<file path="config.mk">
export PLATFORM = sky130hd
export DESIGN_NAME = regfile_writeback_unit_flat
export DESIGN_NICKNAME = d
export VERILOG_FILES = /design/src/rtl/rv_pkg.sv /design/src/rtl/regfile_writeback_unit_if.sv /design/src/rtl/wb_fifo.sv /design/src/rtl/regfile_writeback_unit.sv /design/src/flat_wrapper.sv
export SDC_FILE = /design/constraint.sdc
export NUM_CORES = 1
export LEC_CHECK = 0
export ABC_AREA = 0
export CAP_MARGIN = 20
export CORE_ASPECT_RATIO = 0.9
export CORE_UTILIZATION = 30
export DETAILED_ROUTE_END_ITERATION = 10
export PLACE_DENSITY_LB_ADDON = 0.2
export RECOVER_POWER = 50
export SYNTH_ARGS = -nofsm -noshare
export SYNTH_HDL_FRONTEND = slang
export SYNTH_SLANG_ARGS = --single-unit
</file>
<file path="constraint.sdc">
create_clock -name clk -period 3.6 [get_ports clk]
set_clock_uncertainty 0.15 [all_clocks]
set_input_delay 0.54 -clock clk [delete_from_list [all_inputs] [get_ports clk]]
set_output_delay 0.54 -clock clk [all_outputs]
set_load 0.01 [all_outputs]
</file>
<file path="src/rtl/rv_pkg.sv">
// Shared types for the integer writeback path.
// Optional forwarding outputs are enabled by defining WB_FWD_EN.
package rv_pkg;
    localparam int XLEN = 32;
    typedef logic [4:0] reg_addr_t;
    typedef logic [XLEN-1:0] xlen_t;
    localparam reg_addr_t REG_ZERO = 5'd0;
endpackage

</file>
<file path="src/rtl/regfile_writeback_unit_if.sv">
// Result, issue, query and register-file write signals of the writeback unit.
// fwd* signals exist only when WB_FWD_EN is defined.
interface regfile_writeback_unit_if #(
    parameter int XLEN = 32
);
    import rv_pkg::*;

    logic            alu_valid;
    reg_addr_t       alu_rd;
    logic [XLEN-1:0] alu_data;
    logic            lat_valid;
    logic            lat_ready;
    reg_addr_t       lat_rd;
    logic [XLEN-1:0] lat_data;
    logic            iss_valid;
    reg_addr_t       iss_rd;
    reg_addr_t       q_rs1;
    reg_addr_t       q_rs2;
    logic            q_busy1;
    logic            q_busy2;
    logic            rf_we;
    reg_addr_t       rf_addr;
    logic [XLEN-1:0] rf_data;
    logic            sb_err;
`ifdef WB_FWD_EN
    logic            fwd1_hit;
    logic            fwd2_hit;
    logic [XLEN-1:0] fwd1_data;
    logic [XLEN-1:0] fwd2_data;
`endif

    modport master (
        output alu_valid, alu_rd, alu_data,
        output lat_valid, lat_rd, lat_data,
        output iss_valid, iss_rd, q_rs1, q_rs2,
        input  lat_ready, q_busy1, q_busy2,
`ifdef WB_FWD_EN
        input  fwd1_hit, fwd2_hit, fwd1_data, fwd2_data,
`endif
        input  rf_we, rf_addr, rf_data, sb_err
    );

    modport slave (
        input  alu_valid, alu_rd, alu_data,
        input  lat_valid, lat_rd, lat_data,
        input  iss_valid, iss_rd, q_rs1, q_rs2,
        output lat_ready, q_busy1, q_busy2,
`ifdef WB_FWD_EN
        output fwd1_hit, fwd2_hit, fwd1_data, fwd2_data,
`endif
        output rf_we, rf_addr, rf_data, sb_err
    );
endinterface

</file>
<file path="src/rtl/wb_fifo.sv">
// Synchronous FIFO for long-latency results; full is a registered flag.
// Pointers and count reset asynchronously, storage is not reset.
module wb_fifo #(
    parameter int DEPTH = 4,
    parameter int WIDTH = 37
) (
    input  logic             clk,
    input  logic             rst,
    input  logic             push,
    input  logic [WIDTH-1:0] din,
    input  logic             pop,
    output logic [WIDTH-1:0] dout,
    output logic             empty,
    output logic             full
);
    localparam int AW = $clog2(DEPTH);
    localparam int CW = AW + 1;

    logic [WIDTH-1:0] mem [DEPTH];
    logic [AW-1:0]    wr_ptr;
    logic [AW-1:0]    rd_ptr;
    logic [CW-1:0]    cnt;
    logic [CW-1:0]    cnt_nx;
    logic             do_push;
    logic             do_pop;

    assign empty   = (cnt == '0);
    assign do_push = push && !full;
    assign do_pop  = pop && !empty;
    assign dout    = mem[rd_ptr];

    always_comb begin
        cnt_nx = cnt;
        if (do_push && !do_pop)
            cnt_nx = cnt + 1'b1;
        else if (!do_push && do_pop)
            cnt_nx = cnt - 1'b1;
    end

    always_ff @(posedge clk) begin
        if (do_push)
            mem[wr_ptr] <= din;
    end

    always_ff @(posedge clk or posedge rst) begin
        if (rst) begin
            wr_ptr <= '0;
            rd_ptr <= '0;
            cnt    <= '0;
            full   <= 1'b0;
        end else begin
            if (do_push)
                wr_ptr <= wr_ptr + 1'b1;
            if (do_pop)
                rd_ptr <= rd_ptr + 1'b1;
            cnt  <= cnt_nx;
            full <= (cnt_nx == CW'(DEPTH));
        end
    end
endmodule

</file>
<file path="src/rtl/regfile_writeback_unit.sv">
// Merges ALU and buffered long-latency results into the register-file write port.
// Keeps the pending-write scoreboard; WB_FWD_EN adds write-port forwarding.
module regfile_writeback_unit
    import rv_pkg::*;
#(
    parameter int XLEN  = 32,
    parameter int DEPTH = 4,
    parameter int NREG  = 32
) (
    input logic clk,
    input logic rst,
    regfile_writeback_unit_if.slave wb
);
    localparam int EW = 5 + XLEN;

    logic [EW-1:0]   head;
    reg_addr_t       head_rd;
    logic [XLEN-1:0] head_data;
    logic            empty;
    logic            full;
    logic            pop;
    logic            push;
    logic [NREG-1:0] sb;
    logic [NREG-1:0] sb_nx;
    logic            busy1;
    logic            busy2;
    logic            dup_iss;

    assign push = wb.lat_valid && !full;
    assign pop  = !wb.alu_valid && !empty;
    assign {head_rd, head_data} = head;
    assign wb.lat_ready = !full;

    wb_fifo #(
        .DEPTH (DEPTH),
        .WIDTH (EW)
    ) u_fifo (
        .clk   (clk),
        .rst   (rst),
        .push  (push),
        .din   ({wb.lat_rd, wb.lat_data}),
        .pop   (pop),
        .dout  (head),
        .empty (empty),
        .full  (full)
    );

    always_ff @(posedge clk or posedge rst) begin
        if (rst) begin
            wb.rf_we   <= 1'b0;
            wb.rf_addr <= REG_ZERO;
            wb.rf_data <= '0;
        end else if (wb.alu_valid) begin
            wb.rf_we   <= (wb.alu_rd != REG_ZERO);
            wb.rf_addr <= wb.alu_rd;
            wb.rf_data <= wb.alu_data;
        end else if (pop) begin
            wb.rf_we   <= (head_rd != REG_ZERO);
            wb.rf_addr <= head_rd;
            wb.rf_data <= head_data;
        end else begin
            wb.rf_we   <= 1'b0;
        end
    end

    // Set is applied after clear so a same-cycle issue keeps the bit pending.
    always_comb begin
        sb_nx = sb;
        if (pop)
            sb_nx[head_rd] = 1'b0;
        if (wb.iss_valid && wb.iss_rd != REG_ZERO)
            sb_nx[wb.iss_rd] = 1'b1;
    end

    assign dup_iss = wb.iss_valid && (wb.iss_rd != REG_ZERO)
                  && sb[wb.iss_rd];

    always_ff @(posedge clk or posedge rst) begin
        if (rst) begin
            sb        <= '0;
            wb.sb_err <= 1'b0;
        end else begin
            sb <= sb_nx;
            if (dup_iss)
                wb.sb_err <= 1'b1;
        end
    end

    assign busy1 = (wb.q_rs1 != REG_ZERO) && sb[wb.q_rs1];
    assign busy2 = (wb.q_rs2 != REG_ZERO) && sb[wb.q_rs2];

`ifdef WB_FWD_EN
    assign wb.fwd1_hit = wb.rf_we && (wb.rf_addr == wb.q_rs1)
                      && (wb.q_rs1 != REG_ZERO);
    assign wb.fwd2_hit = wb.rf_we && (wb.rf_addr == wb.q_rs2)
                      && (wb.q_rs2 != REG_ZERO);
    assign wb.fwd1_data = wb.rf_data;
    assign wb.fwd2_data = wb.rf_data;
    assign wb.q_busy1 = busy1 && !wb.fwd1_hit;
    assign wb.q_busy2 = busy2 && !wb.fwd2_hit;
`else
    assign wb.q_busy1 = busy1;
    assign wb.q_busy2 = busy2;
`endif
endmodule

</file>
<file path="src/flat_wrapper.sv">
// flat-port wrapper written by rule: the top's interface ports become plain ports
module regfile_writeback_unit_flat import rv_pkg::*;
#(
    parameter int XLEN  = 32,
    parameter int DEPTH = 4,
    parameter int NREG  = 32
)
  (clk, rst, wb_alu_valid, wb_alu_rd, wb_alu_data, wb_lat_valid, wb_lat_rd, wb_lat_data, wb_iss_valid, wb_iss_rd, wb_q_rs1, wb_q_rs2, wb_lat_ready, wb_q_busy1, wb_q_busy2, wb_rf_we, wb_rf_addr, wb_rf_data, wb_sb_err);
  regfile_writeback_unit_if #(.XLEN(XLEN)) wb_i ();
  input logic clk;
  input logic rst;
  input wire logic [$bits(wb_i.alu_valid)-1:0] wb_alu_valid;
  input wire logic [$bits(wb_i.alu_rd)-1:0] wb_alu_rd;
  input wire logic [$bits(wb_i.alu_data)-1:0] wb_alu_data;
  input wire logic [$bits(wb_i.lat_valid)-1:0] wb_lat_valid;
  input wire logic [$bits(wb_i.lat_rd)-1:0] wb_lat_rd;
  input wire logic [$bits(wb_i.lat_data)-1:0] wb_lat_data;
  input wire logic [$bits(wb_i.iss_valid)-1:0] wb_iss_valid;
  input wire logic [$bits(wb_i.iss_rd)-1:0] wb_iss_rd;
  input wire logic [$bits(wb_i.q_rs1)-1:0] wb_q_rs1;
  input wire logic [$bits(wb_i.q_rs2)-1:0] wb_q_rs2;
  output wire logic [$bits(wb_i.lat_ready)-1:0] wb_lat_ready;
  output wire logic [$bits(wb_i.q_busy1)-1:0] wb_q_busy1;
  output wire logic [$bits(wb_i.q_busy2)-1:0] wb_q_busy2;
  output wire logic [$bits(wb_i.rf_we)-1:0] wb_rf_we;
  output wire logic [$bits(wb_i.rf_addr)-1:0] wb_rf_addr;
  output wire logic [$bits(wb_i.rf_data)-1:0] wb_rf_data;
  output wire logic [$bits(wb_i.sb_err)-1:0] wb_sb_err;
  assign wb_i.alu_valid = wb_alu_valid;
  assign wb_i.alu_rd = wb_alu_rd;
  assign wb_i.alu_data = wb_alu_data;
  assign wb_i.lat_valid = wb_lat_valid;
  assign wb_i.lat_rd = wb_lat_rd;
  assign wb_i.lat_data = wb_lat_data;
  assign wb_i.iss_valid = wb_iss_valid;
  assign wb_i.iss_rd = wb_iss_rd;
  assign wb_i.q_rs1 = wb_q_rs1;
  assign wb_i.q_rs2 = wb_q_rs2;
  assign wb_lat_ready = wb_i.lat_ready;
  assign wb_q_busy1 = wb_i.q_busy1;
  assign wb_q_busy2 = wb_i.q_busy2;
  assign wb_rf_we = wb_i.rf_we;
  assign wb_rf_addr = wb_i.rf_addr;
  assign wb_rf_data = wb_i.rf_data;
  assign wb_sb_err = wb_i.sb_err;
  regfile_writeback_unit #(.XLEN(XLEN), .DEPTH(DEPTH), .NREG(NREG)) u_core (.clk(clk), .rst(rst), .wb(wb_i));
endmodule
</file>
==> metrics.csv <==
metric;value;unit
hold_class;in2reg;
synth-seq-cells;227;
synth_edf_count;148;
gr-usage-all-layers;14.9;%
viasPerCell;5.02;
leakagePower;4.30;nW
finalWirelength;24200;um
crit_buf_inv;3;
synth_area_per_cell;16.0;um2
cts_sinks;227;
drt_first_pass_iters;5;
rsz0062_at_grt;no;
die_y;173;um
drtIter0Drc;412;
slowest_delay;520;ps
io_pins;136;
hold_violations;0;
total_power;9.38;mW
required;2910;ps
maxSlewHeadroom;-18.3;%
clk_latency;520;ps
grt_max_degree;76;
r2r_setup_slack;930;ps
crit_family;multiplexers;
path_cells;clkdlybuf4s50_1, buf_12, mux4_2, mux4_2, mux2_2, dlygate4sd2_1;
cts_setup_buffers;0;
ys_seq_area_share;66.2;%
grt_pass1_wl;37600;um
path_class;in2out;
grt_pass1_vias;6367;
synthDistinctLibCells;42;
synthCells;607;
cp-end-kind;primary output;
critPathSlowestCell;clkdlybuf4s50_1;
period_share;95.0;%
die_w;192;um
hpwl;16300;um
yosys_warnings;0;
wl_per_cell;20.4;um
grt_util_met3;3.23;%
drive_gt1_share;15.1;%
gp_congestion;0.904;
worst_slack;180;ps
area_growth_syn_to_layout;27.5;%
place_ws;-29.0;ps
period_needed;3420;ps
met1_usage;19.9;%
use_met2;24.5;%
via_count;5950;
ant_nets;0;
rows;62;
async_flop_share;34.8;%
peakVddDrop;0.333;mV
cts_made_buffers;25;
tritoncts;done;
final_max_slew_viol_count;37;
worst_pin_slew;1760;ps
yosysTopAreaCellShare;45.8;%
crit_top_cell;mux4_2;
antenna_found_initial;7;
initial_utilization;30.4;%
htreeDepth;1;
path_max_fanout;9;
syn_nets;708;
yosysTopAreaCell;edfxtp_1;
setup_viol;0;
violations;capacitance limit, slew limit;
clk_pin_slew;60;ps
drc;0;
fp.dieArea;0.0331;mm2
grt-busiest-layer;met2;
port_buffers;135;
status;finished with violations;
cp-start-kind;primary input;
synth_flop_cell;edfxtp_1;
syn_area;0.00970;mm2
antenna_cells;0;
synth_area_leaders;edfxtp_1 (46%), dfrtp_1 (20%), mux4_2 (13%), mux2i_1 (5.3%), o21ai_0 (4.4%);
cap_violations;1;
fin_nets;851;
root_buffer;clkbuf_16;
grt.overflow.total;0;
core;0.0319;mm2
cts.path.max_buffers;3;
worstPathArrival;2730;ps
fmax;292;MHz
power_density;759;mW/mm2
[layout make-up]
class                   instances  area (um2)
fillers                      2943       19500
flip-flops and latches        227        6420
multi-input cells             340        3110
repair buffers                149        1520
clock buffers                  42         741
well taps                     416         520
inverters                       7        27.5
clock inverters                 4        22.5
[per-stage QoR]
step           util [%]  instance area, um2  hold WS (ps)  instances  setup TNS [ps]
2_1_floorplan         -                9700           307        607               0
3_3_place_gp       36.5               11600           373       1139           -5.21
3_5_place_dp       36.5               11600           381       1139           -54.1
4_1_cts            38.9               12400           323       1185               0
5_1_grt            38.8               12400           383       1185               0
6_report           38.8               12400           371       1185               0
[synth_stat cells (3+ instances only)]
cell type and count:
nand2_1 50, ha_1 7, mux2_2 6, o21ai_0 86
or3b_1 3, nand3b_1 6, and2_1 4, o21ai_1 16
nand3_1 10, nor3_1 3, mux4_2 56, buf_2 10
edfxtp_1 148, mux2i_1 51, nor2_1 5, dfrtp_1 79
clkbuf_1 20, nor2b_1 6, inv_1 7, xnor2_1 6
[final timing paths]
kind / to / start / cells past startpoint
max in group asynchronous: u_core.wb.rf_data[13] / rst / 3
worst max register to register: u_core.u_fifo.mem[0][17] / u_core.u_fifo.full / 4
worst min register to register: u_core.sb[0] / u_core.sb[0] / 1
min in group asynchronous: u_core.u_fifo.cnt[2] / rst / 2
worst max-delay path: wb_q_busy1 / wb_q_rs1[0] / 6
worst min-delay path: u_core.u_fifo.rd_ptr[0] / wb_alu_valid / 3
[state kept, by name (all words and copies together), names as in the netlist, 2 cells and up]
register              cells
u_core.sb                32
u_core.u_fifo.wr_ptr      2
u_core.u_fifo.mem       148
u_core.wb.rf_data        32
u_core.u_fifo.rd_ptr      2
u_core.u_fifo.cnt         3
u_core.wb.rf_addr         5
[tightest hold or removal path, cell delays in order]
cell     delay (ps)
buf_2           170
or2_2           210
xnor2_1          80
[logic make-up after synthesis]
kind of cell / share of synthesized area (%)
simple gates: 5.21
fa+ha+maj: 1.01
compound gates: 6.05
xor+xnor: 0.542
mux: 19.2
flops: 66.2
buf+inv: 1.77
[layer usage]
metal,share of wire (%),vias up
met3,6.0,57
met2,49,191
met1,43,3039
met4,1.9,12
met5,0.31,-
li1,-,2651
[placed cells by master, fill, tap and decap left out, types with 2 or more instances in the layout]
| cell type | instances |
|---|---|
| clkdlybuf4s50_1 | 93 |
| or3b_1 | 3 |
| buf_4 | 6 |
| nand2b_1 | 2 |
| dlygate4sd2_1 | 2 |
| clkbuf_1 | 14 |
| edfxtp_1 | 148 |
| xnor2_1 | 6 |
| nand3_1 | 10 |
| dfrtp_2 | 2 |
| buf_12 | 6 |
| ha_1 | 6 |
| o21ai_0 | 86 |
| mux4_2 | 56 |
| nand3b_1 | 6 |
| a41oi_1 | 2 |
| nand2_1 | 50 |
| o2111ai_1 | 2 |
| a21oi_1 | 2 |
| clkinv_2 | 2 |
| and2_0 | 3 |
| nor2_1 | 5 |
| mux2_2 | 6 |
| dlygate4sd3_1 | 39 |
| or2_2 | 2 |
| clkbuf_16 | 26 |
| dfrtp_1 | 77 |
| clkbuf_8 | 3 |
| o21ai_1 | 16 |
| inv_1 | 6 |
| o31ai_1 | 2 |
| mux2i_1 | 51 |
| nor3_1 | 3 |
| nor2b_1 | 6 |
[report_power, final]
part	internal [mW]	switching, mW
clock network	1.39	0.980
registers	3.50	0.552
logic	1.54	1.42
total	6.43	2.96
[what timing repair did]
action                                 4_1_cts  5_1_grt
gates resized for setup                      2        0
setup endpoints to repair                    2        0
hold buffers                                 0        0
endpoints found under the hold margin        0        0
(Power assumes the default switching activity.)
